<file path="src/rtl/spi.sv">
// SPI mode-0 slave that returns a coherent {left, right} sample snapshot to the host.
// All SPI pins are oversampled by clk_48; responds to command byte 8'h01.
module spi (
    input  logic        clk_48,
    input  logic        reset,
    input  logic        SCLK,
    input  logic        CS,
    input  logic        MOSI,
    output logic        MISO,
    input  logic [15:0] left,
    input  logic [15:0] right
);

    typedef enum logic [1:0] {
        IDLE,
        CMD,
        DATA,
        DONE
    } state_t;

    state_t      r_state;
    state_t      w_stateNext;

    logic [1:0]  r_sclkSync;
    logic [1:0]  r_csSync;
    logic [1:0]  r_mosiSync;
    logic        r_sclkPrev;

    logic [7:0]  r_cmd;
    logic [2:0]  r_bitCnt;
    logic [31:0] r_shift;
    logic [5:0]  r_dataCnt;
    logic        r_miso;

    logic        w_sclk;
    logic        w_cs;
    logic        w_mosi;
    logic        w_sclkRise;
    logic        w_sclkFall;
    logic [7:0]  w_cmdNext;
    logic        w_lastCmdBit;
    logic        w_lastDataBit;

    assign w_sclk        = r_sclkSync[1];
    assign w_cs          = r_csSync[1];
    assign w_mosi        = r_mosiSync[1];
    assign w_sclkRise    = w_sclk & ~r_sclkPrev;
    assign w_sclkFall    = ~w_sclk & r_sclkPrev;
    assign w_cmdNext     = {r_cmd[6:0], w_mosi};
    assign w_lastCmdBit  = w_sclkRise && (r_bitCnt == 3'd7);
    assign w_lastDataBit = w_sclkRise && (r_dataCnt == 6'd31);

    // CS synchroniser resets to deselected so reset release cannot look like a frame start
    always_ff @(posedge clk_48) begin
        if (reset) begin
            r_sclkSync <= 2'b00;
            r_csSync   <= 2'b11;
            r_mosiSync <= 2'b00;
            r_sclkPrev <= 1'b0;
        end else begin
            r_sclkSync <= {r_sclkSync[0], SCLK};
            r_csSync   <= {r_csSync[0], CS};
            r_mosiSync <= {r_mosiSync[0], MOSI};
            r_sclkPrev <= w_sclk;
        end
    end

    always_ff @(posedge clk_48) begin
        if (reset) begin
            r_state <= IDLE;
        end else begin
            r_state <= w_stateNext;
        end
    end

    always_comb begin
        w_stateNext = r_state;
        if (w_cs) begin
            w_stateNext = IDLE;
        end else begin
            case (r_state)
                IDLE: w_stateNext = CMD;
                CMD:  if (w_lastCmdBit)  w_stateNext = DATA;
                DATA: if (w_lastDataBit) w_stateNext = DONE;
                DONE: w_stateNext = DONE;
                default: w_stateNext = IDLE;
            endcase
        end
    end

    // Deselect or idle wipes everything, so an aborted frame leaves nothing behind
    always_ff @(posedge clk_48) begin
        if (reset || w_cs || r_state == IDLE) begin
            r_cmd     <= 8'h00;
            r_bitCnt  <= 3'd0;
            r_shift   <= 32'h0;
            r_dataCnt <= 6'd0;
            r_miso    <= 1'b0;
        end else begin
            case (r_state)
                CMD: begin
                    r_miso <= 1'b0;
                    if (w_sclkRise) begin
                        r_cmd    <= w_cmdNext;
                        r_bitCnt <= r_bitCnt + 3'd1;
                        if (r_bitCnt == 3'd7) begin
                            r_shift <= (w_cmdNext == 8'h01) ? {left, right} : 32'h0;
                        end
                    end
                end
                DATA: begin
                    if (w_sclkFall) begin
                        r_miso  <= r_shift[31];
                        r_shift <= {r_shift[30:0], 1'b0};
                    end
                    if (w_sclkRise) begin
                        r_dataCnt <= r_dataCnt + 6'd1;
                    end
                end
                default: begin
                    r_miso <= 1'b0;
                end
            endcase
        end
    end

    assign MISO = r_miso;

endmodule

</file>
<file path="config.mk">
export PLATFORM = sky130hd
export DESIGN_NAME = spi
export DESIGN_NICKNAME = d
export VERILOG_FILES = /design/src/rtl/spi.sv
export SDC_FILE = /design/constraint.sdc
export NUM_CORES = 1
export LEC_CHECK = 0
export ABC_AREA = 1
export CAP_MARGIN = 20
export CORE_UTILIZATION = 50
export CTS_CLUSTER_DIAMETER = 60
export DETAILED_ROUTE_END_ITERATION = 6
export GPL_TIMING_DRIVEN = 0
export PLACE_DENSITY = 0.74
export SETUP_SLACK_MARGIN = 0.2
export SLEW_MARGIN = 0
export SYNTH_ARGS = -nofsm -noshare
export SYNTH_HDL_FRONTEND = slang
export SYNTH_SLANG_ARGS = --single-unit
</file>
<file path="constraint.sdc">
create_clock -name clk_48 -period 1.9 [get_ports clk_48]
set_clock_uncertainty 0.2 [all_clocks]
set_input_delay 0.19 -clock clk_48 [delete_from_list [all_inputs] [get_ports clk_48]]
set_output_delay 0.19 -clock clk_48 [all_outputs]
set_load 0.02 [all_outputs]
</file>
* Yosys cells after proc, flatten, opt, wreduce, memory -nomap -nowiden
Index checks and enable logic that the tools add are counted.
** Operators by class
- $add $sub $neg :: 2
- Multipliers :: 0
- Divide/modulo/power cells :: 0
- Magnitude comparators :: 0
- Eq/ne operators :: 11
- Shifts and indexed selects :: 0
- Muxes and demuxes :: 8
- Bitwise logic cells :: 5
- Reduce and logical (&&, ||, !) cells :: 12
** Operators with widths (number)
- 2-to-1 mux 32 bit :: 4
- case mux 32 bit (2 select lines) :: 1
- != test 2 bit, second input constant :: 5
- == test 8 x 1 -> 1 bit, second input constant :: 1
- case mux 2 bit (4 select lines) :: 1
- adder 6 x 1 -> 6 bit, second input constant :: 1
- == test 6 x 5 -> 1 bit, second input constant :: 1
- AND reduction 2 bit :: 3
- == test 2 bit, second input constant :: 2
- 2-to-1 mux 2 bit :: 2
- AND reduction 4 bit :: 1
- OR reduction 2 bit :: 2
- adder 3 x 1 -> 3 bit, second input constant :: 1
- == test 3 bit, second input constant :: 1
- inverter 1 bit :: 3
- AND 1 bit :: 2
- == test 2 x 1 -> 1 bit, second input constant :: 1
- logical AND 1 bit :: 2
- logical NOT 2 bit :: 1
- logical OR 1 bit :: 2
- nonzero test 2 bit :: 1
** Word-level totals
- Register bits :: 58
- Bits in latches :: 0
- Memory bits (writable) :: 0
- Bits in read-only memories :: 0
- Input port bits :: 37
- Word-level logic and storage cells :: 48
- Memories :: 0

* Logic depth before layout (Yosys ltp)
Gate-level depths: netlist (run 1).
- Depth in word-level cells :: 5
- Depth in mapped cells :: 9
- Depth with buffers taken out :: 8

* Worst setup path after synthesis (run 1)
No wires, ideal clock.
- Path kind :: reg2reg
- From :: reg r_bitCnt[0]
- To :: reg r_shift[5]
- Arrival :: 1.191 ns
- Data required time :: 1.584 ns
- Path slack :: 0.393 ns
- Cell stages (with the launch flop) :: 8
- Path buffers :: 1
- Clock period less this slack :: 1.507 ns
- Cells stage by stage :: dfxtp_1 ha_1 ha_1 nand3_2 nand2_4 buf_6 o21ai_0 nor2_1
** Between the ends
- Longest elaborated chain between the ends :: 3
** Ends and longest elaborated chain
- start: declaration :: RTL line 30 : logic [2:0] r_bitCnt;
- start signal: assignment :: RTL line 105 : r_bitCnt <= r_bitCnt + 3'd1;
- == test 3 bit :: RTL line 106 : if (r_bitCnt == 3'd7) begin
- != test 2 bit (no line)
- AND reduction 4 bit (no line)
- end signal: assignment :: RTL line 107 : r_shift <= (w_cmdNext == 8'h01) ? {left, right} : 32'h0;
- end signal: assignment :: RTL line 114 : r_shift <= {r_shift[30:0], 1'b0};
- end: declaration :: RTL line 31 : logic [31:0] r_shift;
Every way passes these cells.
A chain may end at the register's enable or synchronous reset.

* Worst setup path in the final report (run 1)
- From :: reg r_bitCnt[0]
- To :: reg r_shift[4]
The elaborated chain is that of the path after synthesis.

==> impl_metrics.tcl, run 1 <==
set metrics [dict create \
    r2r_end "r_shift[4]$_SDFFE_PP0P_" \
    cp-start-kind "register" \
    grt_pass1_vias 2310 \
    whs_ns -0.007144 \
    holdPathEnd "r_bitCnt[0]$_SDFFE_PP0P_" \
    place_congestion 0.7789 \
    synth-seq-area-share_pct 42.45 \
    setup_violations 0 \
    critical_path.slowest_cell "dfxtp_2" \
    antenna_found_initial 0 \
    worstPathArrival_ns 1.65 \
    yosys.area.top_type "dfxtp_1" \
    n_antenna_cell 0 \
    wl_mm 6.268 \
    cp_cell_sequence "ha_4 > ha_4 > nand3_4 > nand2_8 > buf_6 > buf_6 > o21ai_1 > nor2_1" \
    synth_cells 410 \
    violations "negative hold slack" \
    synth.area.top_cells "dfxtp_1 42%, nor2_1 14%, nand2_1 12%" \
    synthToLayoutAreaGrowth_pct 29.32 \
    power.leakage_nw 1.523 \
    drive_gt1_share_pct 13.38 \
    drt_iter0_drc 208 \
    worstSetupStartpoint "r_bitCnt[0]$_SDFFE_PP0P_" \
    cp_top_family "flip-flops" \
    hold_violations 1 \
    cts_root_buf "clkbuf_8" \
    setup_tns_ns 0 \
    nets 506 \
    port_buffers 36 \
    reg2reg_slack_ns 0.28 \
    tritoncts "yes" \
    setup_slack_ns 0.2784 \
    place_ws_ns 0.2458 \
    vdd_drop_max_v 0.0004917 \
    die_w_microns 75.96 \
    num_vias 2622 \
    r2r_cells 8 \
    clock_sinks 58 \
    synth_nets 450 \
    worstSkewPairLatency_ns 0.34 \
    rsz0062_at_grt "true" \
    reg2reg_from "r_bitCnt[0]$_SDFFE_PP0P_" \
    min_path_cells 4 \
    power_density_nw_per_um2 715.2 \
    grt_overflow_total 0 \
    netlist_area_sq_um 2735 \
    core_area_sq_um 5172 \
    wl_per_cell_microns 11.59 \
    max_slew_margin_pct 67.61 \
    hp-start "reset" \
    grt_max_degree 11 \
    die_y_microns 75.96 \
    fill_cells 439 \
    slew_violations 0 \
    ys_seq_elements 58 \
    num_rows 26 \
    grt_pass1_wl_mm 10.36 \
    clockBufferDepth 2 \
    io-pin-count 38 \
    clk_pin_slew_ns 0.06 \
    synth_top_area_share_pct 42.45 \
    cts-buffers-inserted 9 \
    endpoint_kind "register" \
    worstSetupPathType "reg2reg" \
    viasPerCell 4.847 \
    fp.dieArea_sq_um 5770 \
    clock.fmax_ghz 0.6167 \
    required_ns 1.93 \
    crit_buf_inv 2 \
    status "complete, but fails checks" \
    crit_fanout 10 \
    path_depth 8 \
    htree_num_levels 3 \
    first_pass_iters 4 \
    synthDistinctLibCells 27 \
    dp_hpwl_mm 4.184 \
    final.min_clock_period_ns 1.622 \
    p_total_w 0.002530 \
    grtUsageTotal_pct 22.55 \
    period_share_pct 85.35 \
    cap_violations 0 \
    avgSynthCellArea_sq_um 6.671 \
    cpPeakStageDelay_ns 0.34 \
    hp-class "in2reg" \
    initial_core_util_pct 52.88 \
    ys_warn_count 0 \
    drc_errors 0 \
    antenna_left 0 \
    worst_pin_slew_ns 0.4859 \
]
stage by stage:
stage	area (sq um)	utilization, %	cells
3_5_place_dp	3183	61.54	516
2_1_floorplan	2735	-	410
6_report	3537	68.38	541
4_1_cts	3427	66.26	536
5_1_grt	3537	68.38	541
3_3_place_gp	3183	61.54	516
cell families (layout without fill, tap and decap cells):
group	after synthesis	after routing	synth area share [%]
simple gates	229	229	34.45
buf+inv	63	124	10.80
flops	58	58	42.45
compound gates	55	55	10.29
fa+ha+maj	3	3	1.373
xor+xnor	2	2	0.6406
sequential cells by signal, summed over array words and instances, names as in the netlist:
| name | count |
|---|---|
| r_sclkPrev | 1 |
| r_cmd | 7 |
| MISO | 1 |
| r_state | 2 |
| r_bitCnt | 3 |
| r_mosiSync | 2 |
| r_dataCnt | 6 |
| r_shift | 32 |
| r_csSync | 2 |
| r_sclkSync | 2 |
metal layers:
layer	vias to the layer above	share of wire [%]	track usage, %
li1	1393	-	-
met2	64	44	35.09
met4	0	1.9	9.231
met3	12	4.7	5.783
met1	1153	49	29.72
met5	-	0	0
worst min-delay path, delay by kind of cell:
kind	cells	cell delay (ns)
AND/OR/NAND/NOR	2	0.09
buffers and inverters	1	0.13
AO/OA/AOI/OAI	1	0.08
power breakdown:
part | total (W) | leakage, nW | internal [W] | switching (W)
logic | 0.000133 | 0.947 | 0.0000860 | 0.0000468
registers | 0.00123 | 0.470 | 0.00122 | 0.00000380
clock network | 0.00117 | 0.105 | 0.000670 | 0.000501
total | 0.00253 | 1.52 | 0.00198 | 0.000552
cells in the mapped netlist, drive strengths merged:
cell / count
nand4: 1
buf: 17
nor2: 106
and2: 1
a31oi: 2
xor2: 2
nand3: 6
nand2: 89
inv: 42
and3: 1
or2: 2
dfxtp: 58
o21ai: 46
a21oi: 7
clkbuf: 4
ha: 3
nor4: 1
nor3: 22
how the worst max path moves through the flow:
stage and endpoint:
6_report r_shift[4]$_SDFFE_PP0P_, 5_1_grt r_shift[30]$_SDFFE_PP0P_, 4_1_cts MISO, 3_5_place_dp r_shift[7]$_SDFFE_PP0P_, 3_3_place_gp r_shift[30]$_SDFFE_PP0P_, 2_1_floorplan r_shift[5]$_SDFFE_PP0P_
repair_timing:
action                                  in CTS  in global routing
endpoints found under the hold margin        6                  0
gates resized for setup                      0                 25
buffers inserted                             0                  5
endpoints found under the setup margin       0                 30
hold buffers                                 4                  0
cell type report:
class	count	area (sq um)	share of cell area (%)
Sequential cell	58	1166	32.97
Multi-Input combinational cell	289	1338	37.81
Tap cell	70	87.58	2.476
Clock inverter	5	52.55	1.486
Buffer	21	140.1	3.962
Timing Repair Buffer	45	444.2	12.56
Clock buffer	11	151.4	4.280
Inverter	42	157.7	4.457
cell usage in the layout, fill, tap and decap left out, types with 3 or more instances in the layout:
| cell | count |
|---|---|
| nor2_1 | 103 |
| dfxtp_1 | 54 |
| buf_6 | 7 |
| dlygate4sd3_1 | 4 |
| o21ai_0 | 20 |
| dfxtp_2 | 4 |
| nor3_1 | 22 |
| o21ai_2 | 5 |
| inv_2 | 3 |
| o21ai_1 | 21 |
| buf_4 | 4 |
| clkdlybuf4s50_1 | 35 |
| clkbuf_8 | 11 |
| buf_2 | 11 |
| inv_1 | 39 |
| a21oi_1 | 7 |
| clkinv_2 | 3 |
| nand3_1 | 5 |
| nand2_1 | 86 |
No activity file was read; power rests on OpenSTA's default activity.
==> run 2, diff against run 1 <==
--- a/config.mk
+++ b/config.mk
@@ -7,6 +7,7 @@
 export LEC_CHECK = 0
 export ABC_AREA = 1
 export CAP_MARGIN = 20
+export CORE_ASPECT_RATIO = 0.7
 export CORE_UTILIZATION = 50
 export CTS_CLUSTER_DIAMETER = 60
 export DETAILED_ROUTE_END_ITERATION = 6
==> impl_metrics.tcl, run 2 (same netlist as run 1, synthesis figures left out) <==
set metrics [dict create \
    top_register "r_shift" \
    required_ns 1.94 \
    layout_commonest_cell "nor2_1" \
    worstSkewPairLatency_ns 0.35 \
    clock_sinks 58 \
    drc_errors 0 \
    synthToLayoutAreaGrowth_pct 27.63 \
    fp.dieArea_sq_um 5775 \
    reg2reg_slack_ns 0.27 \
    power.leakage_nw 1.511 \
    crit_fanout 10 \
    internal_power_w 0.001899 \
    setup_slack_ns 0.2713 \
    grt_max_degree 11 \
    slew_violations 0 \
    cp-start-kind "register" \
    worstPathArrival_ns 1.67 \
    htree_num_levels 3 \
    nets 503 \
    grtUsageTotal_pct 23.77 \
    place_area_sq_um 3186 \
    power_density_nw_per_um2 700.4 \
    status "finished, final reports clean" \
    grt_pass1_wl_mm 10.73 \
    place_congestion 0.8024 \
    p_sw_w 0.0005465 \
    pwr-share-seq_pct 50.2 \
    vdd_drop_max_v 0.0004598 \
    fill_cells 478 \
    num_rows 22 \
    worst_pin_slew_ns 0.4713 \
    hp-class "in2reg" \
    num_vias 2603 \
    wl_per_cell_microns 11.80 \
    initial_core_util_pct 52.02 \
    io-pin-count 38 \
    pwr-share-comb_pct 5.5 \
    endpoint_kind "register" \
    worstSetupPathType "reg2reg" \
    wl_mm 6.362 \
    grt_pass1_vias 2398 \
    whs_ns 0.02759 \
    tritoncts "yes" \
    antenna_found_initial 0 \
    largestRegisters "r_shift (32), r_cmd (7), r_dataCnt (6)" \
    drt_iter0_drc 105 \
    p_clk_share_pct 44.3 \
    rsz0062_at_grt "true" \
    clock.fmax_ghz 0.6140 \
    place_ws_ns 0.2108 \
    postLayoutCellArea_sq_um 3491 \
    p_total_w 0.002445 \
    die_y_microns 63.88 \
    drive_gt1_share_pct 10.92 \
    port_buffers 36 \
    cap_violations 0 \
    core_area_sq_um 5258 \
    max_slew_margin_pct 68.58 \
    cts_root_buf "clkbuf_8" \
    setup_tns_ns 0 \
    mostFrequentLayoutCells "103 x nor2_1, 86 x nand2_1, 56 x dfxtp_1" \
    grt_overflow_total 0 \
    n_antenna_cell 0 \
    switching_share_pct 22.35 \
    die_w_microns 90.40 \
    setup_violations 0 \
    clk_pin_slew_ns 0.07 \
    dp_hpwl_mm 4.352 \
    clockBufferDepth 2 \
    antenna_left 0 \
    final.min_clock_period_ns 1.629 \
    period_share_pct 85.72 \
    largest_reg_flops 32 \
    viasPerCell 4.829 \
    first_pass_iters 4 \
    hold_violations 0 \
    cts-buffers-inserted 9 \
]
run 2: stage by stage:
stage	utilization (%)	std cells
2_1_floorplan	-	410
3_3_place_gp	60.59	518
4_1_cts	64.97	538
6_report	66.40	539
5_1_grt	66.40	539
3_5_place_dp	60.59	518
run 2: layout make-up:
cell class	count	area, sq um	area share (%)
plain buffers	21	147.6	4.229
clock buffers	9	123.9	3.548
clock inverters	6	58.81	1.685
inverters	42	157.7	4.516
multi-input cells	289	1310	37.53
flip-flops and latches	58	1164	33.33
well taps	72	90.09	2.581
repair buffers	42	439.2	12.58
run 2: worst paths after layout:
| check | startpoint | endpoint | cells past startpoint |
|---|---|---|---|
| setup / recovery | r_bitCnt[0]$_SDFFE_PP0P_ | r_shift[16]$_SDFFE_PP0P_ | 7 |
| hold / removal | reset | r_bitCnt[0]$_SDFFE_PP0P_ | 4 |
| setup reg to reg | r_bitCnt[0]$_SDFFE_PP0P_ | r_shift[16]$_SDFFE_PP0P_ | 7 |
| hold reg to reg | r_mosiSync[0]$_SDFF_PP0_ | r_mosiSync[1]$_SDFF_PP0_ | 2 |
run 2: routing by layer:
| metal | vias to the layer above | share of wire [%] | global-route usage (%) |
|---|---|---|---|
| met1 | 1153 | 50 | 30.54 |
| met2 | 54 | 44 | 38.55 |
| met5 | - | 0 | 0 |
| met4 | 0 | 1.4 | 6.048 |
| met3 | 9 | 4.7 | 7.976 |
| li1 | 1387 | - | - |
run 2: worst max-delay path: stages (launching register included):
cell	delay (ns)
dfxtp_2	0.33
ha_1	0.22
ha_4	0.18
nand3_4	0.11
nand2_8	0.10
buf_6	0.16
o21ai_0	0.18
nor2_1	0.06
run 2: power by group through the flow:
| stage | Combinational (W) | Clock [W] | Sequential [W] |
|---|---|---|---|
| floorplan | 0.0000448 | 0 | 0.00125 |
| global placement | 0.000124 | 0 | 0.00125 |
| detailed placement | 0.000127 | 0 | 0.00125 |
| CTS | 0.000133 | 0.00109 | 0.00123 |
| global route | 0.000147 | 0.00116 | 0.00123 |
| finish | 0.000135 | 0.00108 | 0.00123 |
run 2: what timing repair did:
action,in CTS,in global routing
gates resized for setup,0,15
buffers inserted,1,0
setup endpoints to repair,2,33
endpoints found under the hold margin,6,0
hold buffers,4,0
cloned,0,1
pin swaps,1,1
==> run 3, diff against run 2 <==
==> constraint.sdc (replaced) <==
create_clock -name clk_48 -period 1.9 [get_ports clk_48]
set_clock_uncertainty 0.2 [all_clocks]
set_input_delay 0.19 -clock clk_48 [delete_from_list [all_inputs] [get_ports clk_48]]
set_output_delay 0.19 -clock clk_48 [all_outputs]
set_load 0.1 [all_outputs]
==> impl_metrics.tcl, run 3 (same netlist as run 1, synthesis figures left out) <==
set metrics [dict create \
    hp-class "in2reg" \
    reg2reg_slack_ns 0.26 \
    tritoncts "yes" \
    worstPathArrival_ns 1.68 \
    top_register "r_shift" \
    worstSkewPairLatency_ns 0.34 \
    clock_sinks 58 \
    port_buffers 36 \
    cts_root_buf "clkbuf_8" \
    cap_violations 0 \
    slew_violations 0 \
    largest_reg_flops 32 \
    status "finished, final reports clean" \
    clock.fmax_ghz 0.6095 \
    htree_num_levels 3 \
    max_slew_margin_pct 63.37 \
    setup_violations 0 \
    grtUsageTotal_pct 24.00 \
    grt_pass1_vias 2411 \
    hold_violations 0 \
    final.min_clock_period_ns 1.641 \
    synthToLayoutAreaGrowth_pct 27.58 \
    io-pin-count 38 \
    cts-buffers-inserted 9 \
    mostFrequentLayoutCells "103 x nor2_1, 86 x nand2_1, 56 x dfxtp_1" \
    dp_hpwl_mm 4.352 \
    worst_pin_slew_ns 0.5520 \
    fill_cells 479 \
    grt_max_degree 11 \
    cpPeakStageDelay_ns 0.33 \
    num_rows 22 \
    critical_path.slowest_cell "dfxtp_2" \
    setup_tns_ns 0 \
    drc_errors 0 \
    crit_buf_inv 1 \
    viasPerCell 4.853 \
    die_w_microns 90.40 \
    antenna_found_initial 0 \
    final_cells 539 \
    period_share_pct 86.36 \
    worstSetupPathType "reg2reg" \
    drt_iter0_drc 93 \
    clk_pin_slew_ns 0.07 \
    antenna_left 0 \
    first_pass_iters 4 \
    setup_slack_ns 0.2592 \
    power.leakage_nw 1.492 \
    die_y_microns 63.88 \
    power_density_nw_per_um2 699.2 \
    fp.dieArea_sq_um 5775 \
    largestRegisters "r_shift (32), r_cmd (7), r_dataCnt (6)" \
    postLayoutCellArea_sq_um 3490 \
    initial_core_util_pct 52.02 \
    drive_gt1_share_pct 11.13 \
    nets 503 \
    cp-start-kind "register" \
    core_area_sq_um 5258 \
    cp_cell_sequence "ha_1 > ha_4 > nand3_4 > nand2_8 > buf_6 > o21ai_0 > nor2_1" \
    required_ns 1.94 \
    dp_cells 518 \
    rsz0062_at_grt "true" \
    p_total_w 0.002440 \
    place_ws_ns 0.05577 \
    crit_fanout 10 \
    n_antenna_cell 0 \
    clockBufferDepth 2 \
    grt_pass1_wl_mm 10.82 \
    num_vias 2616 \
    place_congestion 0.8024 \
    place_area_sq_um 3186 \
    wl_mm 6.349 \
    wl_per_cell_microns 11.78 \
    vdd_drop_max_v 0.0004596 \
    cp_top_family "adder cells" \
    grt_overflow_total 0 \
    layout_commonest_cell "nor2_1" \
    endpoint_kind "register" \
]
[run 3: changes by cell type in the layout (fill, tap and decap cells not counted), sizes merged]
cell	previous run	this run
dlymetal6s2s	1	0
clkdlybuf4s15	0	1
[run 3: worst register-to-register path: cells and delay by family, from the launching register on]
kind / cells / cell delay (ns)
adders and majority gates: 2 / 0.40
DFF: 1 / 0.33
and+or+nand+nor: 3 / 0.27
buffers and inverters: 1 / 0.16
AOI/OAI and AO/OA: 1 / 0.20
[run 3: per-stage QoR]
| step | hold slack (ns) | utilization, % |
|---|---|---|
| after floorplan | 0.09381 | - |
| after global placement | 0.1903 | 60.59 |
| after detailed placement | 0.2001 | 60.59 |
| after CTS | 0.02436 | 64.99 |
| after global routing | 0.04305 | 66.37 |
| final | 0.03363 | 66.37 |
[run 3: layout make-up]
| class | instances | area [sq um] | area share (%) |
|---|---|---|---|
| repair buffers | 42 | 437.9 | 12.55 |
| flip-flops and latches | 58 | 1164 | 33.35 |
| clock buffers | 9 | 123.9 | 3.550 |
| multi-input cells | 289 | 1310 | 37.54 |
| well taps | 72 | 90.09 | 2.582 |
| inverters | 42 | 157.7 | 4.518 |
| plain buffers | 21 | 147.6 | 4.231 |
| clock inverters | 6 | 58.81 | 1.685 |
[run 3: path summary, 6_finish.rpt]
kind,startpoint,to,depth (start not counted)
min,reset,r_bitCnt[0]$_SDFFE_PP0P_,4
min reg2reg,r_mosiSync[0]$_SDFF_PP0_,r_mosiSync[1]$_SDFF_PP0_,2
max,r_bitCnt[0]$_SDFFE_PP0P_,r_shift[16]$_SDFFE_PP0P_,7
max reg2reg,r_bitCnt[0]$_SDFFE_PP0P_,r_shift[16]$_SDFFE_PP0P_,7
[run 3: repair_timing]
item                                    CTS  global route
endpoints found under the setup margin    3            32
endpoints found under the hold margin     6             0
gates cloned                              0             1
gates resized for setup                   3            14
hold buffers                              4             0
setup buffers                             1             0
pin swaps                                 1             1
[run 3: power breakdown]
group	leakage, nW	switching [W]	internal (W)	total, W
sequential	0.469	0.00000420	0.00122	0.00123
clock	0.0986	0.000488	0.000590	0.00108
combinational	0.924	0.0000486	0.0000859	0.000135
total	1.49	0.000541	0.00190	0.00244
[run 3: layer usage]
| metal | GRT usage, % | vias to the layer above | share of wire (%) |
|---|---|---|---|
| li1 | - | 1385 | - |
| met1 | 30.62 | 1168 | 50 |
| met2 | 39.31 | 55 | 44 |
| met3 | 7.976 | 8 | 5.2 |
| met4 | 6.048 | 0 | 1.0 |
| met5 | 0 | - | 0 |
